$ cat config.mk
export PLATFORM = sky130hd
export DESIGN_NAME = mem_arbiter_flat
export DESIGN_NICKNAME = d
export VERILOG_FILES = /design/src/rtl/mem_arbiter_if.sv /design/src/rtl/mem_arbiter.sv /design/src/flat_wrapper.sv
export SDC_FILE = /design/constraint.sdc
export NUM_CORES = 1
export LEC_CHECK = 0
export ABC_AREA = 0
export CORE_MARGIN = 2
export CORE_UTILIZATION = 37
export DETAILED_ROUTE_END_ITERATION = 10
export GPL_TIMING_DRIVEN = 0
export PLACE_DENSITY = 0.79
export SYNTH_ARGS = -nofsm -noshare
export SYNTH_HDL_FRONTEND = slang
export SYNTH_SLANG_ARGS = --single-unit
$ cat constraint.sdc
create_clock -name clk -period 2.4 [get_ports clk]
set_clock_uncertainty 0.15 [all_clocks]
set_input_delay 0.36 -clock clk [delete_from_list [all_inputs] [get_ports clk]]
set_output_delay 0.36 -clock clk [all_outputs]
set_load 0.01 [all_outputs]
$ cat src/rtl/mem_arbiter_if.sv
// Bus bundle between the I/D cache miss paths, the memory arbiter and main memory.
// slave = arbiter view; master = view of the caches and the memory together.
interface mem_arbiter_if #(
   parameter int AW     = 16,
   parameter int DATA_W = 16
);
   logic              i_req;
   logic [AW-1:0]     i_addr;
   logic              i_stall;
   logic [DATA_W-1:0] i_data;
   logic [AW-1:0]     i_addr_out;
   logic              i_cache_we;

   logic              d_req;
   logic              d_wr;
   logic [AW-1:0]     d_addr;
   logic [DATA_W-1:0] d_wdata;
   logic              d_stall;
   logic [DATA_W-1:0] d_data;
   logic [AW-1:0]     d_addr_out;
   logic              d_cache_we;

   logic              mem_en;
   logic              mem_wr;
   logic [AW-1:0]     mem_addr;
   logic [DATA_W-1:0] mem_wdata;
   logic [DATA_W-1:0] mem_rdata;
   logic              mem_valid;

   modport slave (
      input  i_req, i_addr, d_req, d_wr, d_addr, d_wdata, mem_rdata, mem_valid,
      output i_stall, i_data, i_addr_out, i_cache_we,
             d_stall, d_data, d_addr_out, d_cache_we,
             mem_en, mem_wr, mem_addr, mem_wdata
   );

   modport master (
      output i_req, i_addr, d_req, d_wr, d_addr, d_wdata, mem_rdata, mem_valid,
      input  i_stall, i_data, i_addr_out, i_cache_we,
             d_stall, d_data, d_addr_out, d_cache_we,
             mem_en, mem_wr, mem_addr, mem_wdata
   );
endinterface

$ cat src/rtl/mem_arbiter.sv
// Shares the single main-memory port between I-cache fills, D-cache fills and
// D-side write-throughs; block fills are pipelined (issue and receive overlap).
module mem_arbiter #(
   parameter int WORDS   = 8,
   parameter int MEM_LAT = 4,
   parameter int AW      = 16,
   parameter int DATA_W  = 16
) (
   input  logic         clk,
   input  logic         rst_n,
   mem_arbiter_if.slave bus
);
   localparam int            CW       = $clog2(WORDS) + 1;
   localparam int            BLK_W    = $clog2(WORDS) + 1;
   localparam logic [CW-1:0] WORDS_C  = CW'(WORDS);
   localparam logic [CW-1:0] LAST_C   = CW'(WORDS - 1);
   localparam logic [CW-1:0] ONE_C    = CW'(1);
   localparam logic [AW-1:0] BLK_MASK = ~AW'((1 << BLK_W) - 1);

   localparam logic [1:0] S_IDLE   = 2'd0;
   localparam logic [1:0] S_IFILL  = 2'd1;
   localparam logic [1:0] S_DFILL  = 2'd2;
   localparam logic [1:0] S_DWRITE = 2'd3;

   if (MEM_LAT < 1 || WORDS < 2) begin : g_bad_param
      $error("mem_arbiter: MEM_LAT must be >= 1 and WORDS >= 2");
   end

   function automatic logic [AW-1:0] f_word_addr(input logic [AW-1:0] base,
                                                 input logic [CW-1:0] idx);
      return base + (AW'(idx) << 1);
   endfunction

   function automatic logic [AW-1:0] f_block_base(input logic [AW-1:0] addr);
      return addr & BLK_MASK;
   endfunction

   logic [1:0]        r_state;
   logic [CW-1:0]     r_issue_cnt;
   logic [CW-1:0]     r_recv_cnt;
   logic              r_last_d;
   logic [AW-1:0]     r_addr;
   logic [DATA_W-1:0] r_wdata;

   logic              w_fill;
   logic              w_issue;
   logic              w_recv;
   logic              w_last;
   logic              w_pick_d;
   logic              w_pick_i;
   logic              w_i_we;
   logic              w_d_we;
   logic [AW-1:0]     w_recv_addr;

   assign w_fill   = (r_state == S_IFILL) || (r_state == S_DFILL);
   assign w_issue  = w_fill && (r_issue_cnt < WORDS_C);
   // Valids outside a fill, or past the last word, are dropped here.
   assign w_recv   = w_fill && bus.mem_valid && (r_recv_cnt < WORDS_C);
   assign w_last   = w_recv && (r_recv_cnt == LAST_C);

   // D wins unless both are pending and D had the previous grant.
   assign w_pick_d = bus.d_req && (!bus.i_req || !r_last_d);
   assign w_pick_i = bus.i_req && !w_pick_d;

   always_ff @(posedge clk or negedge rst_n) begin
      if (!rst_n) begin
         r_state     <= S_IDLE;
         r_issue_cnt <= '0;
         r_recv_cnt  <= '0;
         r_last_d    <= 1'b0;
         r_addr      <= '0;
         r_wdata     <= '0;
      end else begin
         case (r_state)
            S_IDLE: begin
               r_issue_cnt <= '0;
               r_recv_cnt  <= '0;
               if (w_pick_d) begin
                  r_state  <= bus.d_wr ? S_DWRITE : S_DFILL;
                  r_addr   <= bus.d_wr ? bus.d_addr : f_block_base(bus.d_addr);
                  r_wdata  <= bus.d_wdata;
                  r_last_d <= 1'b1;
               end else if (w_pick_i) begin
                  r_state  <= S_IFILL;
                  r_addr   <= f_block_base(bus.i_addr);
                  r_last_d <= 1'b0;
               end
            end
            S_IFILL, S_DFILL: begin
               if (w_issue) r_issue_cnt <= r_issue_cnt + ONE_C;
               if (w_recv)  r_recv_cnt  <= r_recv_cnt + ONE_C;
               if (w_last)  r_state     <= S_IDLE;
            end
            S_DWRITE: begin
               r_state <= S_IDLE;
            end
         endcase
      end
   end

   always_comb begin
      bus.mem_en    = 1'b0;
      bus.mem_wr    = 1'b0;
      bus.mem_addr  = '0;
      bus.mem_wdata = '0;
      if (r_state == S_DWRITE) begin
         bus.mem_en    = 1'b1;
         bus.mem_wr    = 1'b1;
         bus.mem_addr  = r_addr;
         bus.mem_wdata = r_wdata;
      end else if (w_issue) begin
         bus.mem_en   = 1'b1;
         bus.mem_addr = f_word_addr(r_addr, r_issue_cnt);
      end
   end

   // Returned words go only to the side that owns the current fill.
   assign w_i_we      = w_recv && (r_state == S_IFILL);
   assign w_d_we      = w_recv && (r_state == S_DFILL);
   assign w_recv_addr = f_word_addr(r_addr, r_recv_cnt);

   assign bus.i_cache_we = w_i_we;
   assign bus.i_data     = w_i_we ? bus.mem_rdata : '0;
   assign bus.i_addr_out = w_i_we ? w_recv_addr : '0;
   assign bus.d_cache_we = w_d_we;
   assign bus.d_data     = w_d_we ? bus.mem_rdata : '0;
   assign bus.d_addr_out = w_d_we ? w_recv_addr : '0;

   assign bus.i_stall = bus.i_req && !((r_state == S_IFILL) && w_last);
   assign bus.d_stall = bus.d_req && !(((r_state == S_DFILL) && w_last) ||
                                       (r_state == S_DWRITE));
endmodule

$ cat src/flat_wrapper.sv
// flat-port wrapper written by rule: the top's interface ports become plain ports
module mem_arbiter_flat 
#(
   parameter int WORDS   = 8,
   parameter int MEM_LAT = 4,
   parameter int AW      = 16,
   parameter int DATA_W  = 16
)
  (clk, rst_n, bus_i_req, bus_i_addr, bus_d_req, bus_d_wr, bus_d_addr, bus_d_wdata, bus_mem_rdata, bus_mem_valid, bus_i_stall, bus_i_data, bus_i_addr_out, bus_i_cache_we, bus_d_stall, bus_d_data, bus_d_addr_out, bus_d_cache_we, bus_mem_en, bus_mem_wr, bus_mem_addr, bus_mem_wdata);
  mem_arbiter_if #(.AW(AW), .DATA_W(DATA_W)) bus_i ();
  input  logic clk;
  input  logic rst_n;
  input wire logic [$bits(bus_i.i_req)-1:0] bus_i_req;
  input wire logic [$bits(bus_i.i_addr)-1:0] bus_i_addr;
  input wire logic [$bits(bus_i.d_req)-1:0] bus_d_req;
  input wire logic [$bits(bus_i.d_wr)-1:0] bus_d_wr;
  input wire logic [$bits(bus_i.d_addr)-1:0] bus_d_addr;
  input wire logic [$bits(bus_i.d_wdata)-1:0] bus_d_wdata;
  input wire logic [$bits(bus_i.mem_rdata)-1:0] bus_mem_rdata;
  input wire logic [$bits(bus_i.mem_valid)-1:0] bus_mem_valid;
  output wire logic [$bits(bus_i.i_stall)-1:0] bus_i_stall;
  output wire logic [$bits(bus_i.i_data)-1:0] bus_i_data;
  output wire logic [$bits(bus_i.i_addr_out)-1:0] bus_i_addr_out;
  output wire logic [$bits(bus_i.i_cache_we)-1:0] bus_i_cache_we;
  output wire logic [$bits(bus_i.d_stall)-1:0] bus_d_stall;
  output wire logic [$bits(bus_i.d_data)-1:0] bus_d_data;
  output wire logic [$bits(bus_i.d_addr_out)-1:0] bus_d_addr_out;
  output wire logic [$bits(bus_i.d_cache_we)-1:0] bus_d_cache_we;
  output wire logic [$bits(bus_i.mem_en)-1:0] bus_mem_en;
  output wire logic [$bits(bus_i.mem_wr)-1:0] bus_mem_wr;
  output wire logic [$bits(bus_i.mem_addr)-1:0] bus_mem_addr;
  output wire logic [$bits(bus_i.mem_wdata)-1:0] bus_mem_wdata;
  assign bus_i.i_req = bus_i_req;
  assign bus_i.i_addr = bus_i_addr;
  assign bus_i.d_req = bus_d_req;
  assign bus_i.d_wr = bus_d_wr;
  assign bus_i.d_addr = bus_d_addr;
  assign bus_i.d_wdata = bus_d_wdata;
  assign bus_i.mem_rdata = bus_mem_rdata;
  assign bus_i.mem_valid = bus_mem_valid;
  assign bus_i_stall = bus_i.i_stall;
  assign bus_i_data = bus_i.i_data;
  assign bus_i_addr_out = bus_i.i_addr_out;
  assign bus_i_cache_we = bus_i.i_cache_we;
  assign bus_d_stall = bus_i.d_stall;
  assign bus_d_data = bus_i.d_data;
  assign bus_d_addr_out = bus_i.d_addr_out;
  assign bus_d_cache_we = bus_i.d_cache_we;
  assign bus_mem_en = bus_i.mem_en;
  assign bus_mem_wr = bus_i.mem_wr;
  assign bus_mem_addr = bus_i.mem_addr;
  assign bus_mem_wdata = bus_i.mem_wdata;
  mem_arbiter #(.WORDS(WORDS), .MEM_LAT(MEM_LAT), .AW(AW), .DATA_W(DATA_W)) u_core (.clk(clk), .rst_n(rst_n), .bus(bus_i));
endmodule
==> results.sh, run 1 <==
export IMPL_status="finished with violations"
export IMPL_violations="negative setup slack"
export IMPL_area_growth_pct=88.7
export IMPL_sw_frac_of_total_pct=47.0
export IMPL_wirelength_mm=13.7
export IMPL_clock_sinks=43
export IMPL_final_common_cell="nand2_1"
export IMPL_setup_slack_ns=-0.504
export IMPL_placed_area_um2=5170
export IMPL_grt_overflow_total=0
export IMPL_cts_tree="built"
export IMPL_stdcell_count=750
export IMPL_cts_clk_slew_worst_paths_ns=0.09
export IMPL_first_pass_iters=5
export IMPL_grt_pass1_vias=3985
export IMPL_hold_viol_final=0
export IMPL_io_pin_count=172
export IMPL_end_kind="primary output"
export IMPL_cp_data_arrival_time_ns=2.39
export IMPL_seqCellArea_um2=1080
export IMPL_rrSetupSlack_ns=0.21
export IMPL_cp_max_fo=4
export IMPL_nFillCells=623
export IMPL_vias=4146
export IMPL_dp_slack_ns=-0.905
export IMPL_final_cell_area_um2=6260
export IMPL_drc=0
export IMPL_required_ns=1.89
export IMPL_syn_avg_cell_area_um2=8.08
export IMPL_grt_max_degree=23
export IMPL_ys_types=46
export IMPL_leakagePower_nw=3.03
export IMPL_placedCellCount=687
export IMPL_internal_power_mw=3.13
export IMPL_slew_headroom_pct=61.7
export IMPL_synth_fp_nets=498
export IMPL_rows=34
export IMPL_antenna_found_initial=0
export IMPL_die_h_um=98.7
export IMPL_p_total_mw=5.89
export IMPL_die_w_um=98.7
export IMPL_clock_root_buffer="clkbuf_8"
export IMPL_drv_slew=0
export IMPL_cts_buffers_inserted=5
export IMPL_min_to="u_core.r_wdata[15]$_DFFE_PN0P_"
export IMPL_synth_async_reset_ratio_pct=100
export IMPL_min_period_ns=2.90
export IMPL_track_usage_pct=24.7
export IMPL_setup_tns_ns=-12.92
export IMPL_power_density_nw_per_um2=941
export IMPL_clock_latency_ns=0.31
export IMPL_synth_edf_count=0
export IMPL_start_util_pct=38.1
export IMPL_tightestPinTransition_ns=0.575
export IMPL_hp_class="flop to flop"
export IMPL_vias_per_cell=5.53
export IMPL_r2r_cells=9
export IMPL_critical_path_class="flop to primary output"
export IMPL_htree_levels=2
export IMPL_p_sw_mw=2.77
export IMPL_critPathLaunchType="flop"
export IMPL_synthCells=411
export IMPL_setup_violations=62
export IMPL_seqPwrFrac_pct=24.1
export IMPL_drv_cap=0
export IMPL_worstReg2RegStart="u_core.r_state[1]$_DFFE_PN0P_"
export IMPL_clkPwrFrac_pct=8.8
export IMPL_fin_crit_sh_pct=121
export IMPL_gp_routability_congestion=0.849
export IMPL_grt_pass1_wl_mm=19.6
export IMPL_cts_buffer_depth=2
export IMPL_placement_io_buffers=167
export IMPL_synth_ff_type="dfrtp_1"
export IMPL_final_cell_mix="83 x nand2_1, 67 x buf_2, 65 x clkdlybuf4s50_1"
export IMPL_ant_nets=0
export IMPL_dieArea_um2=9750
export IMPL_core_area_um2=8720
export IMPL_dr_first_iter_drc_count=261
export IMPL_comb_power_share_pct=67.2
export IMPL_synth_seq_area_share_pct=32.4
export IMPL_clock_fmax_mhz=344
export IMPL_synth_area_um2=3320
export IMPL_diodes=0
export IMPL_whs_ns=0.323
export IMPL_fin_nets=728
export IMPL_reg2reg_to="u_core.r_addr[10]$_DFFE_PN0P_"
export IMPL_multi_input_area_um2=2670
export IMPL_utilization_pct=71.8
export IMPL_ir_worst_vdd_v=0.000561
export IMPL_drive_gt1_share_pct=43.9
export IMPL_wire_per_inst_um=18.3
export IMPL_hp_start="u_core.r_wdata[15]$_DFFE_PN0P_"
export IMPL_ys_warn_count=0
export IMPL_hpwlAfterDp_mm=8.55
export IMPL_rsz0062_at_grt="true"
export IMPL_min_path_cells=2
export IMPL_ys_ff_latch=43
## Yosys cell counts, types with 3 or more instances
| cell type | number | area [µm²] |
|---|---|---|
| o31ai_1 | 4 | 30.0 |
| nand2_1 | 84 | 315 |
| dfrtp_1 | 43 | 1080 |
| nor2b_1 | 3 | 18.8 |
| buf_6 | 4 | 45.0 |
| nand2b_1 | 3 | 18.8 |
| and2_1 | 54 | 338 |
| nand4_1 | 4 | 25.0 |
| nand3_1 | 4 | 20.0 |
| a21o_1 | 4 | 30.0 |
| o21ai_0 | 26 | 130 |
| nor2_1 | 23 | 86.3 |
| nor3_1 | 4 | 20.0 |
| and3_1 | 3 | 18.8 |
| xor2_1 | 5 | 43.8 |
| a32o_1 | 6 | 60.1 |
| inv_1 | 18 | 67.6 |
| mux2i_1 | 16 | 160 |
| a21oi_1 | 22 | 110 |
| xnor2_1 | 8 | 70.1 |
| buf_2 | 4 | 20.0 |
| or3_1 | 4 | 25.0 |
| ha_1 | 15 | 188 |
| clkbuf_1 | 14 | 52.6 |
| a31oi_1 | 5 | 31.3 |
## layout make-up
cell class / count / area share (%)
plain buffers: 24 / 3.73
multi-input cells: 327 / 42.6
well taps: 108 / 2.16
clock inverters: 2 / 0.260
inverters: 18 / 1.36
clock buffers: 6 / 1.32
flip-flops and latches: 43 / 17.3
repair buffers: 222 / 31.3
## cell families (layout without fill, tap and decap cells)
kind of cell / after synthesis / count (layout) / synth area share (%)
muxes: 16 / 16 / 4.82
adders and majority gates: 17 / 17 / 6.86
DFF: 43 / 43 / 32.4
and+or+nand+nor: 195 / 195 / 29.4
AOI/OAI and AO/OA: 85 / 86 / 17.0
buffers and inverters: 42 / 272 / 6.03
xor gates and xnor gates: 13 / 13 / 3.43
## worst max-delay path, cell delays in order, from the launching register on
cell      delay, ns
dfrtp_1        0.43
ha_2           0.22
inv_2          0.05
fa_2           0.34
nand2b_4       0.19
a211oi_4       0.26
buf_6          0.16
buf_6          0.09
xnor2_2        0.06
nor2_1         0.13
buf_2          0.16
## flip-flops by register name, indices dropped and copies added (netlist names)
signal,count
u_core.r_addr,16
u_core.r_wdata,16
u_core.r_issue_cnt,4
u_core.r_recv_cnt,4
u_core.r_state,2
u_core.r_last_d,1
## layer usage
layer  track usage (%)  vias to the layer above  wire length, µm
met4              7.59                        0              526
met2              43.3                      279             6770
met5                 0                        -                0
met3              5.96                       55             1240
li1                  -                     1862                -
met1              30.1                     1950             5200
## power groups by stage
stage	Combinational, mW	Sequential, mW	Clock [mW]
CTS	3.31	1.36	0.509
detailed placement	2.84	1.35	0
floorplan	1.69	1.25	0
global placement	2.76	1.33	0
finish	3.96	1.42	0.518
global route	4.25	1.44	0.543
## worst max-delay path by stage
stage | from | to | cells after the start
after floorplan | u_core.r_issue_cnt[0]$_DFFE_PN0P_ | bus_mem_addr[9] | 7
after global placement | u_core.r_state[0]$_DFFE_PN0P_ | bus_d_addr_out[15] | 9
after detailed placement | u_core.r_state[0]$_DFFE_PN0P_ | bus_d_addr_out[15] | 9
after CTS | u_core.r_addr[3]$_DFFE_PN0P_ | bus_mem_addr[14] | 8
after global routing | u_core.r_addr[10]$_DFFE_PN0P_ | bus_d_addr_out[15] | 5
final | u_core.r_issue_cnt[0]$_DFFE_PN0P_ | bus_mem_addr[7] | 10
## what timing repair did
| item | in CTS | in global routing |
|---|---|---|
| cloned | 1 | 3 |
| hold buffers | 1 | 0 |
| pin swaps | 42 | 48 |
| endpoints found under the setup margin | 101 | 93 |
| setup buffers | 35 | 16 |
| endpoints found under the hold margin | 21 | 0 |
| gates resized for setup | 446 | 125 |
Power figures use the tool's default switching activity.
==> inputs of run 2 (changes only) <==
--- a/config.mk
+++ b/config.mk
@@ -8,6 +8,7 @@
 export ABC_AREA = 0
 export CORE_MARGIN = 2
 export CORE_UTILIZATION = 37
+export CTS_BUF_LIST = sky130_fd_sc_hd__clkbuf_2 sky130_fd_sc_hd__clkbuf_4 sky130_fd_sc_hd__clkbuf_8
 export DETAILED_ROUTE_END_ITERATION = 10
 export GPL_TIMING_DRIVEN = 0
 export PLACE_DENSITY = 0.79
==> results of run 2 <==
Final layout, timing and power as in run 1 (identical DEF).
